===== src/rtl/sha_pad_256.sv =====
// sha_pad_256: FIPS 180-4 padding and 512-bit block sequencer for sha_256.
// Ports: clk/rst; in_valid/in_ready/in_data/in_last/in_nbytes word stream;
//   op_i algorithm select; Data/Index/Operation/Enable out to the core;
//   Ready/Hash back from it; digest_o/done_o final result.
// Macro SHA_PAD_SHA224_EN honours op_i and truncates SHA-224 digests.
module sha_pad_256 (
   input  logic         clk,
   input  logic         rst,
   input  logic [1:0]   op_i,
   input  logic         in_valid,
   output logic         in_ready,
   input  logic [31:0]  in_data,
   input  logic         in_last,
   input  logic [2:0]   in_nbytes,
   output logic [511:0] Data,
   output logic [63:0]  Index,
   output logic [1:0]   Operation,
   output logic         Enable,
   input  logic         Ready,
   input  logic [255:0] Hash,
   output logic [255:0] digest_o,
   output logic         done_o
);

   typedef enum logic [2:0] {
      IDLE, FILL, PAD, LEN, ISSUE, WAITLAST
   } state_t;

   state_t            state_q, state_d;
   logic [15:0][31:0] buf_q, buf_d;
   logic [4:0]        wp_q, wp_d;
   logic [63:0]       len_q, len_d;
   logic [63:0]       blk_q, blk_d;
   logic              busy_q, busy_d;
   logic              mark_q, mark_d;
   logic              done_q, done_d;
   logic [255:0]      dig_q, dig_d;
   logic              run_q;
   logic              accept, issue;
   logic [2:0]        nb;
   logic [31:0]       word;
   logic [63:0]       bits;

`ifdef SHA_PAD_SHA224_EN
   logic [1:0]        op_q, op_d;
   assign Operation = op_q;
`else
   logic              unused_op;
   assign unused_op = ^op_i;
   assign Operation = 2'd1;
`endif

   // run_q keeps in_ready low while reset is held and rises one cycle after.
   assign in_ready = run_q && (wp_q != 5'd16) &&
                     (state_q == IDLE || state_q == FILL);
   assign accept   = in_valid && in_ready;
   assign issue    = (wp_q == 5'd16) && !busy_q;
   assign nb       = (!in_last || in_nbytes > 3'd4) ? 3'd4 : in_nbytes;
   assign bits     = len_q << 3;

   assign Data     = buf_q;
   assign Enable   = issue;
   assign Index    = blk_q + 64'(issue);
   assign digest_o = dig_q;
   assign done_o   = done_q;

   // Short tail: marker goes straight after the last valid byte.
   always_comb begin
      word = in_data;
      if (in_last) begin
         case (nb)
            3'd1:    word = {in_data[31:24], 24'h80_0000};
            3'd2:    word = {in_data[31:16], 16'h8000};
            3'd3:    word = {in_data[31:8], 8'h80};
            default: word = in_data;
         endcase
      end
   end

   always_comb begin
      state_d = state_q;
      buf_d   = buf_q;
      wp_d    = wp_q;
      len_d   = len_q;
      blk_d   = blk_q;
      mark_d  = mark_q;
      dig_d   = dig_q;
      done_d  = 1'b0;
      busy_d  = busy_q;
`ifdef SHA_PAD_SHA224_EN
      op_d    = op_q;
`endif
      if (Ready)
         busy_d = 1'b0;
      if (issue)
         busy_d = 1'b1;

      unique case (state_q)
         IDLE, FILL: begin
            if (accept) begin
               state_d = FILL;
               len_d   = (state_q == IDLE ? 64'd0 : len_q) + 64'(nb);
               if (state_q == IDLE) begin
                  blk_d = 64'd0;
`ifdef SHA_PAD_SHA224_EN
                  op_d  = op_i;
`endif
               end
               // An empty tail writes nothing; PAD places the marker.
               if (nb != 3'd0) begin
                  buf_d[wp_q[3:0]] = word;
                  wp_d = wp_q + 5'd1;
               end
               if (in_last) begin
                  state_d = PAD;
                  mark_d  = (nb == 3'd4) || (nb == 3'd0);
               end
            end
         end
         PAD: begin
            if (wp_q != 5'd16) begin
               if (mark_q) begin
                  buf_d[wp_q[3:0]] = 32'h8000_0000;
                  wp_d   = wp_q + 5'd1;
                  mark_d = 1'b0;
               end else if (wp_q == 5'd14) begin
                  state_d = LEN;
               end else begin
                  buf_d[wp_q[3:0]] = 32'h0;
                  wp_d = wp_q + 5'd1;
               end
            end
         end
         LEN: begin
            buf_d[wp_q[3:0]] = (wp_q == 5'd14) ? bits[63:32] : bits[31:0];
            wp_d = wp_q + 5'd1;
            if (wp_q == 5'd15)
               state_d = ISSUE;
         end
         ISSUE: begin
            if (issue)
               state_d = WAITLAST;
         end
         WAITLAST: begin
            if (Ready && busy_q) begin
               done_d  = 1'b1;
               state_d = IDLE;
`ifdef SHA_PAD_SHA224_EN
               dig_d = (op_q == 2'd0) ? {Hash[255:32], 32'h0} : Hash;
`else
               dig_d = Hash;
`endif
            end
         end
         default: state_d = IDLE;
      endcase

      // Core copies Data at Enable, so the buffer is free next cycle.
      if (issue) begin
         wp_d  = 5'd0;
         blk_d = blk_q + 64'd1;
      end
   end

   always_ff @(posedge clk or posedge rst) begin
      if (rst) begin
         state_q <= IDLE;
         buf_q   <= '0;
         wp_q    <= 5'd0;
         len_q   <= 64'd0;
         blk_q   <= 64'd0;
         busy_q  <= 1'b0;
         mark_q  <= 1'b0;
         done_q  <= 1'b0;
         dig_q   <= 256'd0;
         run_q   <= 1'b0;
`ifdef SHA_PAD_SHA224_EN
         op_q    <= 2'd1;
`endif
      end else begin
         state_q <= state_d;
         buf_q   <= buf_d;
         wp_q    <= wp_d;
         len_q   <= len_d;
         blk_q   <= blk_d;
         busy_q  <= busy_d;
         mark_q  <= mark_d;
         done_q  <= done_d;
         dig_q   <= dig_d;
         run_q   <= 1'b1;
`ifdef SHA_PAD_SHA224_EN
         op_q    <= op_d;
`endif
      end
   end

endmodule


===== config.mk =====
export PLATFORM = sky130hd
export DESIGN_NAME = sha_pad_256
export DESIGN_NICKNAME = d
export VERILOG_FILES = /design/src/rtl/sha_pad_256.sv
export SDC_FILE = /design/constraint.sdc
export NUM_CORES = 2
export LEC_CHECK = 0
export CELL_PAD_IN_SITES_DETAIL_PLACEMENT = 1
export CELL_PAD_IN_SITES_GLOBAL_PLACEMENT = 1
export CORE_AREA = 5 5 435 437
export CTS_CLUSTER_DIAMETER = 100
export DETAILED_ROUTE_END_ITERATION = 10
export DIE_AREA = 0 0 440 442
export GPL_TIMING_DRIVEN = 1
export PLACE_DENSITY = 0.52
export SETUP_SLACK_MARGIN = 0.02
export SLEW_MARGIN = 20
export SYNTH_ARGS = -nofsm -noshare
export SYNTH_HDL_FRONTEND = slang
export SYNTH_SLANG_ARGS = --single-unit

===== constraint.sdc =====
create_clock -name clk -period 37.6 [get_ports clk]
set_input_delay 11.28 -clock clk [delete_from_list [all_inputs] [get_ports clk]]
set_output_delay 11.28 -clock clk [all_outputs]
set_load 0.05 [all_outputs]

* Word level (Yosys, flattened, before mapping)
Cells that the tools add are included.
Cells by class: reductions and logical operators 29, equality and inequality tests 27, add/sub/neg operators 4, div/mod/pow operators 0, bitwise gates (word level) 5, $lt $le $gt $ge 3, muxes and demuxes 43, shifts and indexed selects 0, multipliers 0
Operators with widths (count):
- $mux W512 | 5
- $pmux W512 S3 | 1
- $bwmux W512 | 2
- $and A512 B512 Y512 | 1
- $not A512 Y512 | 1
- $and A496 B496 Y496 | 1
- $not A496 Y496 | 1
- $mux W64 | 5
- $demux W32 S4 | 1
- $pmux W24 S3 | 1
- $add A64 B1 Y64 | 1
- $add A64 B1 Y64 const B | 1
- $add A64 B3 Y64 | 1
- $mux W32 | 2
- $mux W5 | 6
- $mux W24 | 1
- $mux W3 | 8
- $ne A2 B2 Y1 const B | 9
- $or A16 B16 Y16 | 1
- $pmux W3 S5 | 1
- $pmux W5 S3 | 1
- $eq A3 B2 Y1 const B | 4
- $ne A3 B3 Y1 const B | 4
- $eq A5 B4 Y1 const B | 2
- 25 further kinds | 50
Storage, ports and cells: bits in registers 908, bits of input ports 298, memories kept 0, memory bits (read-only) 0, latch bits 0, logic and storage cells 136, bits in writable memories 0

* Longest topological paths before layout
word-level depth 10, gate-level depth with buffers 14, gate-level depth less buffers 11

* Worst setup path before layout
Ideal clock, no wire load.
path type register to output, start register wp_q[0], end output port Index[22], cell stages (with the launch flop) 15, path slack 21774 ps, arrival time 4546 ps, path through dfrtp_1 -> inv_1 -> ha_1 -> buf_4 -> or3b_1 -> buf_2 -> nor2_1 -> clkbuf_1 -> ha_1 -> ha_1 -> inv_1 -> or4_1 -> nor2_1 -> nand3_1 -> xnor2_1
Between the ends: longest elaborated chain between the ends 3
Ends and longest elaborated chain:
- start, declared | RTL line 31 | logic [4:0] wp_q, wp_d;
- start signal, assigned | RTL line 183 | wp_q <= wp_d;
- $eq A5 B5 Y1 | RTL line 57 | assign issue = (wp_q == 5'd16) && !busy_q;
- $logic_and A1 B1 Y1 | RTL line 57
- named net Enable | RTL line 18 | output logic Enable,
- $add A64 B1 Y64 | RTL line 63 | assign Index = blk_q + 64'(issue);
- end, declared | RTL line 16 | output logic [63:0] Index,
The timed path passes the listed nets, and every way through them passes these cells.

* Final worst setup path
start register wp_q[0], end output port Index[38]
Between the ends: longest elaborated chain between the ends 3
Ends and longest elaborated chain (RTL line):
- $eq A5 B5 Y1 | 57
- $logic_and A1 B1 Y1 | 57
- $add A64 B1 Y64 | 63
Every way passes these cells.

==> results.ini <==
[floorplanning]
dieWidth_um=440
rows=158
die_height_um=442
ioPinCount=1135
die_footprint_um2=194000
start_util_pct=20.5
placeableCoreArea_um2=185000

[synthesis]
synth_ff_type=sky130_fd_sc_hd__dfrtp_1
synth_async_sr_flop_share_pct=100
synth_sequential_area_ratio_pct=59.9
synth.yosys.warnings=0
ys_top_cells_by_area=sky130_fd_sc_hd__dfrtp_1 60%, sky130_fd_sc_hd__mux2_2 14%, sky130_fd_sc_hd__a21oi_1 4.4%
synthesis.area_per_instance_um2=11.7
ys_ff_latch=905
synthesis.area_um2=37800
netlist.area_leader.share_pct=59.9
synthesis.instances=3229
post_synth_edffs=0
yosysTopAreaCell=sky130_fd_sc_hd__dfrtp_1
ys_types=73

[sta]
worst_slew_pin_slew_ps=1170
setup_tns_ps=0
drv_slew=0
final.min_clock_period_ps=17640
achievable-frequency_mhz=56.7
finalClockSkew_ps=59.3
hold_ws_ps=503
setup_viol=0
final_hold_viol_count=0
grt_setup_unrepaired=no
timing.slew.headroom_pct=22.2
post_route_fraction_of_the_period_consumed_by_the_critical_path_pct=46.9

[critical_path]
cp-end-kind=output pin
timing.critical_path.fanout_max=14
worst_ep_arrival_time_ps=6360
ff2ff_setup_slack_ps=33070
start_kind=flop
worst_ep_required_time_ps=26320
setup.worst_path.class=reg2out

[clocking]
sink_count_of_the_clock_tree=905
cts-root-buf=sky130_fd_sc_hd__clkbuf_16
insertion_delay_ps=760
post_cts_buffers=0
post_cts_hold_buffer_count=0
tritoncts=built
clkTransAtPathRegs_ps=60
h_tree_lvl_count=3
clk_buf_depth=3
cts_resized=0
cts_made_buffers=115

[global_route]
global_route.overflow_total=0
antenna_found_initial=108
grt_pass1_vias=31800
grt_start_max_net_pins=136
grt_pass1_wl_mm=282
global_route.usage.total_pct=20.9

[outcome]
result_of_the_run=complete, no violations

[finish]
layout-drive-gt1-share_pct=17.1
multi_input_comb_area_um2=14400
syn2layout_area_growth_pct=48.3
layout_commonest_cell=sky130_fd_sc_hd__clkdlybuf4s50_1
highest_count_cells_in_the_layout_ignoring_fill_and_taps=1,130 x sky130_fd_sc_hd__clkdlybuf4s50_1, 905 x sky130_fd_sc_hd__dfrtp_1, 456 x sky130_fd_sc_hd__mux2_2
register_area_um2=22600
num-nets-final=4632
finish.cell_count_without_fillers=6921
n_fill_cell=20500

[detailed_routing]
route.vias.total=30800
postRouteWirelength_mm=210
route.antenna.remaining_nets=0
routed_wire_length_per_instance_um=30.3
initialDrtViolationCount=1729
first_pass_iters=5
post_drt_via_cell_ratio=4.44
drc=0

[place]
numPortBuffers=1130
place.gp.congestion=0.846
post-dp-hpwl_mm=164
placed_instances=6685

[min_path]
holdCritPathClass=reg2reg

[power]
fin_total_pwr_mw=2.21
irDropWorstVdd_uv=43.5
power_leakage_nw=24.6
power_density_nw_per_um2=39.5

[run]
cap_viol_max_count=0

[synthesized netlist by cell type, drive strengths merged (9+ instances only)]
library cell,instances
a21oi,334
nor4b,9
clkbuf,162
and3,22
dfrtp,905
nor3,55
nand3,80
inv,22
ha,12
nor2,331
nor4,19
o21a,20
nand2,213
xnor2,32
a31oi,16
o31ai,23
o211ai,20
o21ai,107
nand2b,9
mux2,456
xor2,86
nand4,67
mux2i,52
and4,15
and2,14
buf,60
[power breakdown]
part / internal (mW) / switching, mW
Clock: 0.678 / 0.472
Combinational: 0.0328 / 0.0545
Sequential: 0.974 / 0.000163
[worst max-delay path, cell delays in order (launching register included)]
cell,delay (ps)
sky130_fd_sc_hd__dfrtp_1,430
sky130_fd_sc_hd__inv_1,130
sky130_fd_sc_hd__ha_1,500
sky130_fd_sc_hd__or3b_2,520
sky130_fd_sc_hd__nor2_2,640
sky130_fd_sc_hd__ha_1,360
sky130_fd_sc_hd__ha_1,290
sky130_fd_sc_hd__inv_1,130
sky130_fd_sc_hd__nor4_1,490
sky130_fd_sc_hd__nand4b_1,510
sky130_fd_sc_hd__nor4_1,470
sky130_fd_sc_hd__xor2_1,300
sky130_fd_sc_hd__clkdlybuf4s50_1,870
[final timing paths]
| kind | start | endpoint | depth (start not counted) |
|---|---|---|---|
| min | digest_o[154] | digest_o[154] | 1 |
| max reg2reg | wp_q[0] | flop | 9 |
| max | wp_q[0] | Index[38] | 12 |
| min in group asynchronous | rst | asynchronous set/reset pin | 2 |
| max in group asynchronous | rst | asynchronous set/reset pin | 5 |
| min reg2reg | digest_o[154] | digest_o[154] | 1 |
[cell families after synthesis]
kind of cell | Yosys count | share of synthesized area, %
AND/OR/NAND/NOR | 865 | 10.8
flip-flops | 905 | 59.9
other | 2 | 0.0199
adder cells (fa/ha/maj) | 12 | 0.397
buffers and inverters | 244 | 2.58
multiplexers | 508 | 15.0
AO/OA/AOI/OAI | 575 | 8.60
XOR/XNOR | 118 | 2.74
[per-stage QoR]
| stage | area (um^2) | setup WS [ps] | utilization, % |
|---|---|---|---|
| detailed placement | 52100 | 20640 | 28.2 |
| global route | 56000 | 19580 | 30.3 |
| global placement | 52100 | 20720 | 28.2 |
| CTS | 56000 | 19820 | 30.3 |
| floorplan | 37800 | 877 | - |
| finish | 56000 | 19960 | 30.4 |
[cell type report]
class	count	area share, %
Antenna cell	25	0.112
Clock buffer	172	6.04
Clock inverter	39	0.911
Inverter	22	0.161
Multi-Input combinational cell	2081	25.7
Sequential cell	905	40.4
Tap cell	2480	5.54
Timing Repair Buffer	1197	21.1
[routing by layer]
| layer | vias to the layer above | wire, um | global-route usage (%) |
|---|---|---|---|
| met5 | - | 471 | 0 |
| met4 | 76 | 10800 | 9.99 |
| met3 | 372 | 14100 | 6.61 |
| met2 | 927 | 113000 | 39.0 |
| met1 | 15800 | 71200 | 21.0 |
| li1 | 13600 | - | - |
(Power assumes the default switching activity.)
